### src/rtl/uart_word_tx_pkg.sv
// Shared types and constants for the word-oriented UART transmitter.
package uart_word_tx_pkg;

  localparam int DATA_WID          = 32;
  localparam int UART_CLKS_PER_BIT = 868;
  localparam int BYTES_PER_WORD    = DATA_WID / 8;

  typedef enum logic [1:0] {
    IDLE  = 2'd0,
    START = 2'd1,
    DATA  = 2'd2,
    STOP  = 2'd3
  } uart_tx_state_t;

endpackage

### src/rtl/uart_tx_fifo.sv
// Small synchronous FIFO with first-word-fall-through read data.
module uart_tx_fifo #(
  parameter int WIDTH = 32,
  parameter int DEPTH = 4
) (
  input  logic                     clk,
  input  logic                     rst_n,
  input  logic                     push,
  input  logic                     pop,
  input  logic [WIDTH-1:0]         wdata,
  output logic [WIDTH-1:0]         rdata,
  output logic                     full,
  output logic                     empty,
  output logic [$clog2(DEPTH):0]   level
);

  localparam int AW = $clog2(DEPTH);

  logic [AW:0]      wptr_q, wptr_d;
  logic [AW:0]      rptr_q, rptr_d;
  logic [WIDTH-1:0] mem_q [DEPTH];
  logic             push_ok;
  logic             pop_ok;

  // Extra pointer MSB distinguishes full from empty when the index bits match.
  assign full    = (wptr_q[AW] != rptr_q[AW]) && (wptr_q[AW-1:0] == rptr_q[AW-1:0]);
  assign empty   = (wptr_q == rptr_q);
  assign level   = wptr_q - rptr_q;
  assign rdata   = mem_q[rptr_q[AW-1:0]];
  assign push_ok = push && !full;
  assign pop_ok  = pop && !empty;

  always_comb begin
    wptr_d = wptr_q;
    rptr_d = rptr_q;
    if (push_ok) wptr_d = wptr_q + (AW+1)'(1);
    if (pop_ok)  rptr_d = rptr_q + (AW+1)'(1);
  end

  always_ff @(posedge clk or negedge rst_n) begin
    if (!rst_n) begin
      wptr_q <= '0;
      rptr_q <= '0;
    end else begin
      wptr_q <= wptr_d;
      rptr_q <= rptr_d;
    end
  end

  always_ff @(posedge clk) begin
    if (push_ok) mem_q[wptr_q[AW-1:0]] <= wdata;
  end

endmodule

### src/rtl/uart_word_tx.sv
// UART transmitter: buffers 32-bit words and sends each as four 8N1 bytes, LSB byte first.
//
// state | meaning
// IDLE  | line high, waiting for a buffered word
// START | start bit (low) of the current byte
// DATA  | data bits of the current byte, LSB first
// STOP  | stop bit (high); chains to next byte or next word
module uart_word_tx
  import uart_word_tx_pkg::*;
#(
  parameter int CLKS_PER_BIT = UART_CLKS_PER_BIT,
  parameter int FIFO_DEPTH   = 4
) (
  input  logic                          clk,
  input  logic                          rst_n,
  input  logic [31:0]                   data_in,
  input  logic                          valid_in,
  output logic                          ready_out,
  output logic                          tx,
  output logic                          busy,
  output logic                          word_done,
  output logic [$clog2(FIFO_DEPTH):0]   fifo_level
);

  localparam int                CNT_W     = $clog2(CLKS_PER_BIT);
  localparam logic [CNT_W-1:0]  CNT_MAX   = CNT_W'(CLKS_PER_BIT - 1);
  localparam logic [1:0]        LAST_BYTE = 2'(BYTES_PER_WORD - 1);

  uart_tx_state_t      state_q, state_d;
  logic [CNT_W-1:0]    baud_q, baud_d;
  logic [2:0]          bit_q, bit_d;
  logic [1:0]          byte_q, byte_d;
  logic [DATA_WID-1:0] shift_q, shift_d;
  logic                tx_q, tx_d;
  logic                stop_end_q, stop_end_d;
  logic                word_done_q, word_done_d;

  logic                fifo_pop;
  logic                fifo_full;
  logic                fifo_empty;
  logic [DATA_WID-1:0] fifo_rdata;
  logic                tick;

  uart_tx_fifo #(
    .WIDTH (DATA_WID),
    .DEPTH (FIFO_DEPTH)
  ) u_fifo (
    .clk   (clk),
    .rst_n (rst_n),
    .push  (valid_in),
    .pop   (fifo_pop),
    .wdata (data_in),
    .rdata (fifo_rdata),
    .full  (fifo_full),
    .empty (fifo_empty),
    .level (fifo_level)
  );

  assign tick      = (baud_q == CNT_MAX);
  assign ready_out = !fifo_full;
  assign tx        = tx_q;
  assign word_done = word_done_q;
  assign busy      = (state_q != IDLE) || (fifo_level != '0);

  always_comb begin
    state_d     = state_q;
    baud_d      = tick ? '0 : baud_q + CNT_W'(1);
    bit_d       = bit_q;
    byte_d      = byte_q;
    shift_d     = shift_q;
    fifo_pop    = 1'b0;
    stop_end_d  = 1'b0;
    word_done_d = stop_end_q;
    tx_d        = 1'b1;

    // tx and word_done trail the state by one cycle so the line is a clean flop output.
    case (state_q)
      IDLE: begin
        baud_d = '0;
        if (!fifo_empty) begin
          fifo_pop = 1'b1;
          shift_d  = fifo_rdata;
          byte_d   = '0;
          bit_d    = '0;
          state_d  = START;
        end
      end
      START: begin
        tx_d = 1'b0;
        if (tick) begin
          bit_d   = '0;
          state_d = DATA;
        end
      end
      DATA: begin
        tx_d = shift_q[bit_q];
        if (tick) begin
          if (bit_q == 3'd7) state_d = STOP;
          else               bit_d   = bit_q + 3'd1;
        end
      end
      STOP: begin
        tx_d = 1'b1;
        if (tick) begin
          if (byte_q != LAST_BYTE) begin
            byte_d  = byte_q + 2'd1;
            shift_d = {8'h00, shift_q[DATA_WID-1:8]};
            state_d = START;
          end else begin
            stop_end_d = 1'b1;
            if (!fifo_empty) begin
              fifo_pop = 1'b1;
              shift_d  = fifo_rdata;
              byte_d   = '0;
              bit_d    = '0;
              state_d  = START;
            end else begin
              state_d = IDLE;
            end
          end
        end
      end
      default: begin
        state_d = IDLE;
      end
    endcase
  end

  always_ff @(posedge clk or negedge rst_n) begin
    if (!rst_n) begin
      state_q     <= IDLE;
      baud_q      <= '0;
      bit_q       <= '0;
      byte_q      <= '0;
      shift_q     <= '0;
      tx_q        <= 1'b1;
      stop_end_q  <= 1'b0;
      word_done_q <= 1'b0;
    end else begin
      state_q     <= state_d;
      baud_q      <= baud_d;
      bit_q       <= bit_d;
      byte_q      <= byte_d;
      shift_q     <= shift_d;
      tx_q        <= tx_d;
      stop_end_q  <= stop_end_d;
      word_done_q <= word_done_d;
    end
  end

endmodule
### config.mk
export PLATFORM = sky130hd
export DESIGN_NAME = uart_word_tx
export DESIGN_NICKNAME = d
export VERILOG_FILES = /design/src/rtl/uart_word_tx_pkg.sv /design/src/rtl/uart_tx_fifo.sv /design/src/rtl/uart_word_tx.sv
export SDC_FILE = /design/constraint.sdc
export NUM_CORES = 1
export LEC_CHECK = 0
export CAP_MARGIN = 20
export CORE_UTILIZATION = 50
export CTS_CLUSTER_DIAMETER = 80
export DETAILED_ROUTE_END_ITERATION = 7
export PLACE_DENSITY = 0.73
export SKIP_LAST_GASP = 1
export SYNTH_ARGS = -nofsm -noshare
export SYNTH_HDL_FRONTEND = slang
export SYNTH_SLANG_ARGS = --single-unit
### constraint.sdc
create_clock -name clk -period 6.35 [get_ports clk]
set_clock_uncertainty 0.05 [all_clocks]
set_input_delay 0.635 -clock clk [delete_from_list [all_inputs] [get_ports clk]]
set_output_delay 0.635 -clock clk [all_outputs]
set_load 0.01 [all_outputs]
### Word level (Yosys, flattened, before mapping)

Memory sizes are Yosys's and may differ from the RTL's.
Cells that the tools add are included.

| word-level totals | value |
|---|---|
| output and inout port bits | 7 |
| register bits | 58 |
| input port bits | 35 |
| memories kept | 1 |
| logic and storage cells | 84 |
| bits in writable memories | 128 |

Memories:

| memory | depth | bits a word | read ports | clocked after Yosys merged registers in | write ports | RTL line | text |
|---|---|---|---|---|---|---|---|
| u_fifo.mem_q | 4 | 32 | 1 | 0 | 1 | uart_tx_fifo.sv:21 | `logic [WIDTH-1:0] mem_q [DEPTH];` |

| operators by class | value |
|---|---|
| mux-type cells | 37 |
| reduce and logical (&&, ||, !) cells | 13 |
| add/subtract/negate cells | 6 |
| magnitude comparators | 1 |
| equal/unequal tests | 16 |

Operators with widths:

| kind | count |
|---|---|
| 32-bit 2-to-1 mux | 3 |
| 32-bit one-hot mux with 2 select lines | 1 |
| 10-bit 2-to-1 mux | 2 |
| 3-bit 2-to-1 mux | 6 |
| 2-bit 2-to-1 mux | 8 |
| 2-bit inequality test (second input constant) | 8 |
| 3-bit one-hot mux with 4 select lines | 1 |
| 1-bit 2-to-1 mux | 11 |
| 10-bit by 1-bit adder with 10-bit output (second input constant) | 1 |
| 10-bit equality test (second input constant) | 1 |
| 5-bit AND reduction | 2 |
| 3-bit by 1-bit adder with 3-bit output (second input constant) | 3 |
| 2-bit one-hot mux with 4 select lines | 1 |
| 3-bit by 6-bit less-than comparator with 1-bit output (second input constant) | 1 |
| 2-bit equality test (second input constant) | 2 |
| 1-bit one-hot mux with 2 select lines | 2 |
| 2-bit one-hot mux with 2 select lines | 1 |
| 2-bit nonzero test | 2 |
| 1-bit binary-select mux with 3-bit select | 1 |
| 3-bit equality test | 1 |
| 3-bit equality test (second input constant) | 1 |
| 1-bit logical AND | 3 |
| 3-bit nonzero test | 1 |
| 3-bit subtractor | 1 |
| 8 further kinds | 9 |

### Logic depth before layout (Yosys ltp)

| depth | value |
|---|---|
| depth after elaboration | 6 |
| depth in mapped cells | 9 |
| gate-level depth less buffers | 6 |

### Modules after synthesis

Synthesis repeated with hierarchy kept, for this count alone.

| second synthesis, totals | value |
|---|---|
| cells, all modules | 462 |
| area, all modules | 7,758.7 sq um |

By module, submodules not included:

| module | cells an instance | area an instance (sq um) | times used | seq. area each (sq um) |
|---|---|---|---|---|
| uart_tx_fifo | 213 | 5,079.9 | 1 | 3,993.8 |
| uart_word_tx | 249 | 2,678.8 | 1 | 1,302.5 |

### Least setup slack after synthesis

Ideal clock, no wire load.

| timing path | value |
|---|---|
| kind | register -> register |
| from | register u_fifo.rptr_q[1] |
| to | memory u_fifo.mem_q[3][0], enable pin |
| path buffers | 2 |
| arrival time | 2.515 ns |
| setup time | 0.394 ns |
| clock period less this slack | 2.959 ns |
| slack | 3.391 ns |
| data required time | 5.906 ns |
| stages on the path, launching flop included | 8 |
| cells stage by stage | dfrtp_1 clkbuf_1 clkbuf_1 inv_1 ha_1 nand2_1 o21a_1 and2_1 |

| between the ends | value |
|---|---|
| word-level cells in the longest chain between the ends | 6 |

Ends and longest elaborated chain:

| element | RTL line | text |
|---|---|---|
| start, declared | uart_tx_fifo.sv:20 | `logic [AW:0] rptr_q, rptr_d;` |
| start signal, assigned | uart_tx_fifo.sv:46 | `rptr_q <= rptr_d;` |
| 2-bit equality test | uart_tx_fifo.sv:26 | `assign full = (wptr_q[AW] != rptr_q[AW]) && (wptr_q[AW-1:0] == rptr_q[AW-1:0]);` |
| 1-bit logical AND | uart_tx_fifo.sv:26 |  |
| 1-bit logical NOT | uart_tx_fifo.sv:30 | `assign push_ok = push && !full;` |
| 1-bit logical AND | uart_tx_fifo.sv:30 |  |
| 1-bit 2-to-1 mux | uart_tx_fifo.sv:51 | `if (push_ok) mem_q[wptr_q[AW-1:0]] <= wdata;` |
| 1-bit 2-to-1 mux (not written as such) | uart_tx_fifo.sv:51 |  |
| end, declared | uart_tx_fifo.sv:21 |  |

Every way passes these cells.

### Worst setup path after layout

| timing path | value |
|---|---|
| from | register u_fifo.rptr_q[0] |
| to | output busy |

| between the ends | value |
|---|---|
| word-level cells in the longest chain between the ends | 3 |

Ends and longest elaborated chain:

| element | RTL line | text |
|---|---|---|
| 3-bit subtractor | uart_tx_fifo.sv:28 | `assign level = wptr_q - rptr_q;` |
| 3-bit nonzero test | uart_word_tx.sv:63 | `assign busy = (state_q != IDLE) \|\| (fifo_level != '0);` |
| 1-bit logical OR | uart_word_tx.sv:63 |  |
| end, declared | uart_word_tx.sv:20 | `output logic busy,` |

Every way passes these cells.

==> results summary <==
The layout cell share with drive strength beyond 1 came out at 19.47%. The clock transition at the registers of the reported paths came out at 70 ps. The starting density of the core is 51.99%. The cell area after synthesis came out at 7642 um^2.

The worst setup path is captured at an output pin. At the end of routability-driven placement, the weighted congestion stood at 0.7791. The dominant synthesized flop cell is edfxtp_1. The total wire length after detailed routing is 13.33 mm. The number of clock buffers added by TritonCTS is 17. In the routed design, unresolved DRC markers number 1. The cell at the root of the clock tree is clkbuf_16.

After synthesis, the largest family of logic cells by area is multiplexers. Summing the areas of all fa, ha and maj instances in the mapped netlist gives 2.881% of the synthesized area. Fill cells in the final layout number 1033. The initial antenna violation count was 0. The number of input and output port buffers inserted is 41. The data required time of the worst path is 5660 ps. The first global-routing pass estimated 22.06 mm of wire. The number of global-route vias before repair is 4152. Summing the areas of all compound-gate instances in the mapped netlist gives 6.107% of the synthesized area. Setup repair after global routing left no endpoint under its margin.

The count of endpoints failing setup in the final report came out at 0. The count of distinct cell types in the synthesized netlist came out at 53. The warning count from the yosys run came out at 0. The sequential cell area is 5298 um^2.

The number of instances in the synthesized netlist came out at 424. The nature of the critical path startpoint is a flop. The width of the chip came out at 125.6 um. 0 antenna diodes ended up in the layout. The CTS sink count came out at 186. The H-tree level count came out at 4.

The routed length per instance came out at 19.83 um. The count of pins on the block boundary came out at 42. Among all stages on the critical path, the largest delay is contributed by clkdlybuf4s50_1. The setup TNS is 0 ps. The leakage power came out at 3.173 nW. The number of vias per cell after detailed routing is 5.814. The estimated wirelength of the detail-placed design is 8.059 mm. The mean area per synthesized cell came out at 18.02 um^2. The sequential element share of the synthesized area is 69.30%. The vias after detailed routing came out at 3907. The worst hold path belongs to the class in2async.

The full die area is 15780 um^2. The flow ran to the end, but the final reports show violations. The count of flip-flops with a built-in enable after synthesis came out at 128. The row count came out at 44. After synthesis, the largest area contributor takes up 50.29% of total cell area. After the first detailed-routing iteration, the DRC count stood at 244.

The XOR/XNOR share of the synthesized area is 1.719%. The highest cell delay on the worst timing path came out at 540 ps. The residual overflow from global routing came out at 0.

The post-detailed-route count of antenna-violating nets came out at 0. In the post-synthesis netlist, the biggest area contributors are edfxtp_1 (50%), dfrtp_1 (19%), mux4_2 (10%), o221a_1 (3.2%), ha_1 (2.6%). The worst-case clock buffer depth is 2.

The number of setup buffers added after CTS came out at 0. The smallest clock period supported by the final layout is computed as 3380 ps. After floorplanning, the core was sized to cover 14700 um^2. The worst-case IR drop observed on VDD is 0.2284 mV. The number of gates given a new drive strength after cts came out at 0. The area of the multi-input gates came out at 2145 um^2.

Counting every net in the synthesized netlist gives 476. The setup path with the least slack is of type reg2out. Clock latency on the worst-skew pair, taken at its later pin, is 420 ps. The number of buffers and inverters on the critical path came out at 2. The pin slew with the least headroom to its limit is 1025 ps. The number of nets at the end of the flow is 527. Cells fill 60.15% of the core in the end. Across the run, the number of max-cap violations was 0. Traced cell by cell, the critical path runs through buf_4 > ha_1 > fa_1 > xnor2_1 > nand4b_1 > clkdlybuf4s50_1. For the worst setup path, the data arrival time is 2700 ps.

On the final layout, the worst hold slack is 302.4 ps. The share of synthesized registers carrying an async set or reset came out at 31.18%. The final reports fail on DRC. The synthesized design contains 186 register bits.

The finished cells cover 8842 um^2. The floorplan die height is 125.6 um. The pre-antenna-repair detailed-routing pass consisted of 7 iterations.

Broken down by cell family, the worst path's largest delay share belongs to buffers and inverters. The final period utilization is 53.23%. Hold repair after CTS inserted 0 buffers. The post-place instance area came out at 8228 um^2.

The normalized max-slew margin came out at 31.70%. The count of final max-slew check failures is 0. The critical-path maximum fanout is 35. Timing would allow up to 295.8 MHz. The total routing resource utilization after global routing is 18.79%. The biggest area contributor in the post-synthesis netlist is edfxtp_1. TritonCTS built the clock tree. The maximum number of pins on one net before global-route repair came out at 59. The mux cell area share after synthesis came out at 10.71%. The synthesized-area fraction occupied by and/or/nand/nor cells came out at 6.647%.

The final number of hold-violating endpoints came out at 0. Dividing total power by cell area gives a power density of 337.4 nW/um^2. The growth of design area from synthesis to finish is 15.70%.
power by group:
group          switching [W]  total (W)  internal (W)  leakage (nW)
sequential         0.0000410    0.00153       0.00149          1.88
clock               0.000460    0.00109      0.000630         0.300
combinational       0.000214   0.000364      0.000149         0.996
layer usage:
metal | GRT usage [%] | wire, um | vias to the layer above
li1 | - | - | 1785
met1 | 24.30 | 5610 | 2000
met2 | 31.14 | 6844 | 103
met3 | 4.715 | 631 | 19
met4 | 6.600 | 241 | 0
met5 | 0 | 0 | -
cell usage in the layout, fill, tap and decap left out, types with 9 or more instances in the layout:
master,instances
mux4_2,34
nor3_1,11
clkdlybuf4s50_1,40
o221a_1,22
dfrtp_1,56
ha_1,16
inv_1,24
edfxtp_1,128
nand3_1,14
clkbuf_16,17
xnor2_1,9
final cells by class:
| type | instances | share of cell area (%) |
|---|---|---|
| Sequential cell | 186 | 59.91 |
| Multi-Input combinational cell | 197 | 24.25 |
| Timing Repair Buffer | 49 | 5.264 |
| Clock buffer | 18 | 4.854 |
| Tap cell | 184 | 2.604 |
| Clock inverter | 14 | 2.094 |
| Inverter | 24 | 1.019 |
cell families (layout without fill, tap and decap cells):
kind of cell               Yosys count  count (layout)
AOI/OAI and AO/OA                   49              49
xor gates and xnor gates            15              15
adders and majority gates           17              17
buffers and inverters               41             105
DFF                                186             186
muxes                               39              39
and+or+nand+nor                     77              77
worst reg2reg max path, stage by stage, from the launching register on:
cell     delay [ps]
dfrtp_2         340
buf_4           540
ha_1            360
nand2_1         150
nor2_1          220
a211o_1         830
o221a_1         360
stage by stage:
| stage | instances | total power (W) | setup slack (ps) |
|---|---|---|---|
| finish | 672 | 0.002983 | 2970 |
| global route | 672 | 0.003098 | 2822 |
| CTS | 672 | 0.003014 | 2908 |
| detailed placement | 640 | 0.001926 | 3373 |
| global placement | 640 | 0.001907 | 3378 |
| floorplan | 424 | 0.001750 | 3391 |
state kept, by name, summed over array words and instances (netlist names):
name	flops
baud_q	10
bit_q	3
byte_q	2
shift_q	32
state_q	2
stop_end_q	1
tx	1
u_fifo.mem_q	128
u_fifo.rptr_q	3
u_fifo.wptr_q	3
word_done	1
synthesized netlist by cell type, drive strengths merged (3+ instances only):
library cell and instances:
edfxtp 128, nand3 15, dfrtp 57, mux4 34, inv 24, nor3 13
nand2 5, nand4 4, o21ai 3, xor2 6, or2 16, mux2i 3
and2 5, ha 16, nor2b 3, o221a 24, nor2 6, buf 11
o22ai 8, clkbuf 6, xnor2 9
worst paths after layout:
check | end | start | depth (start not counted) | slack (ps)
worst max-delay path | busy | u_fifo.rptr_q[0]$_DFFE_PN0P_ | 6 | 2970
min in group clk | word_done$_DFF_PN0_ | stop_end_q$_DFF_PN0_ | 0 | 310
worst min-delay path | baud_q[2]$_DFF_PN0_ | rst_n | 2 | 300
worst max register to register | shift_q[8]$_DFFE_PN0P_ | u_fifo.rptr_q[0]$_DFFE_PN0P_ | 6 | 3440
max in group asynchronous | u_fifo.rptr_q[0]$_DFFE_PN0P_ | rst_n | 2 | 5430
worst min register to register | word_done$_DFF_PN0_ | stop_end_q$_DFF_PN0_ | 0 | 310
Power figures use the tool's default switching activity.
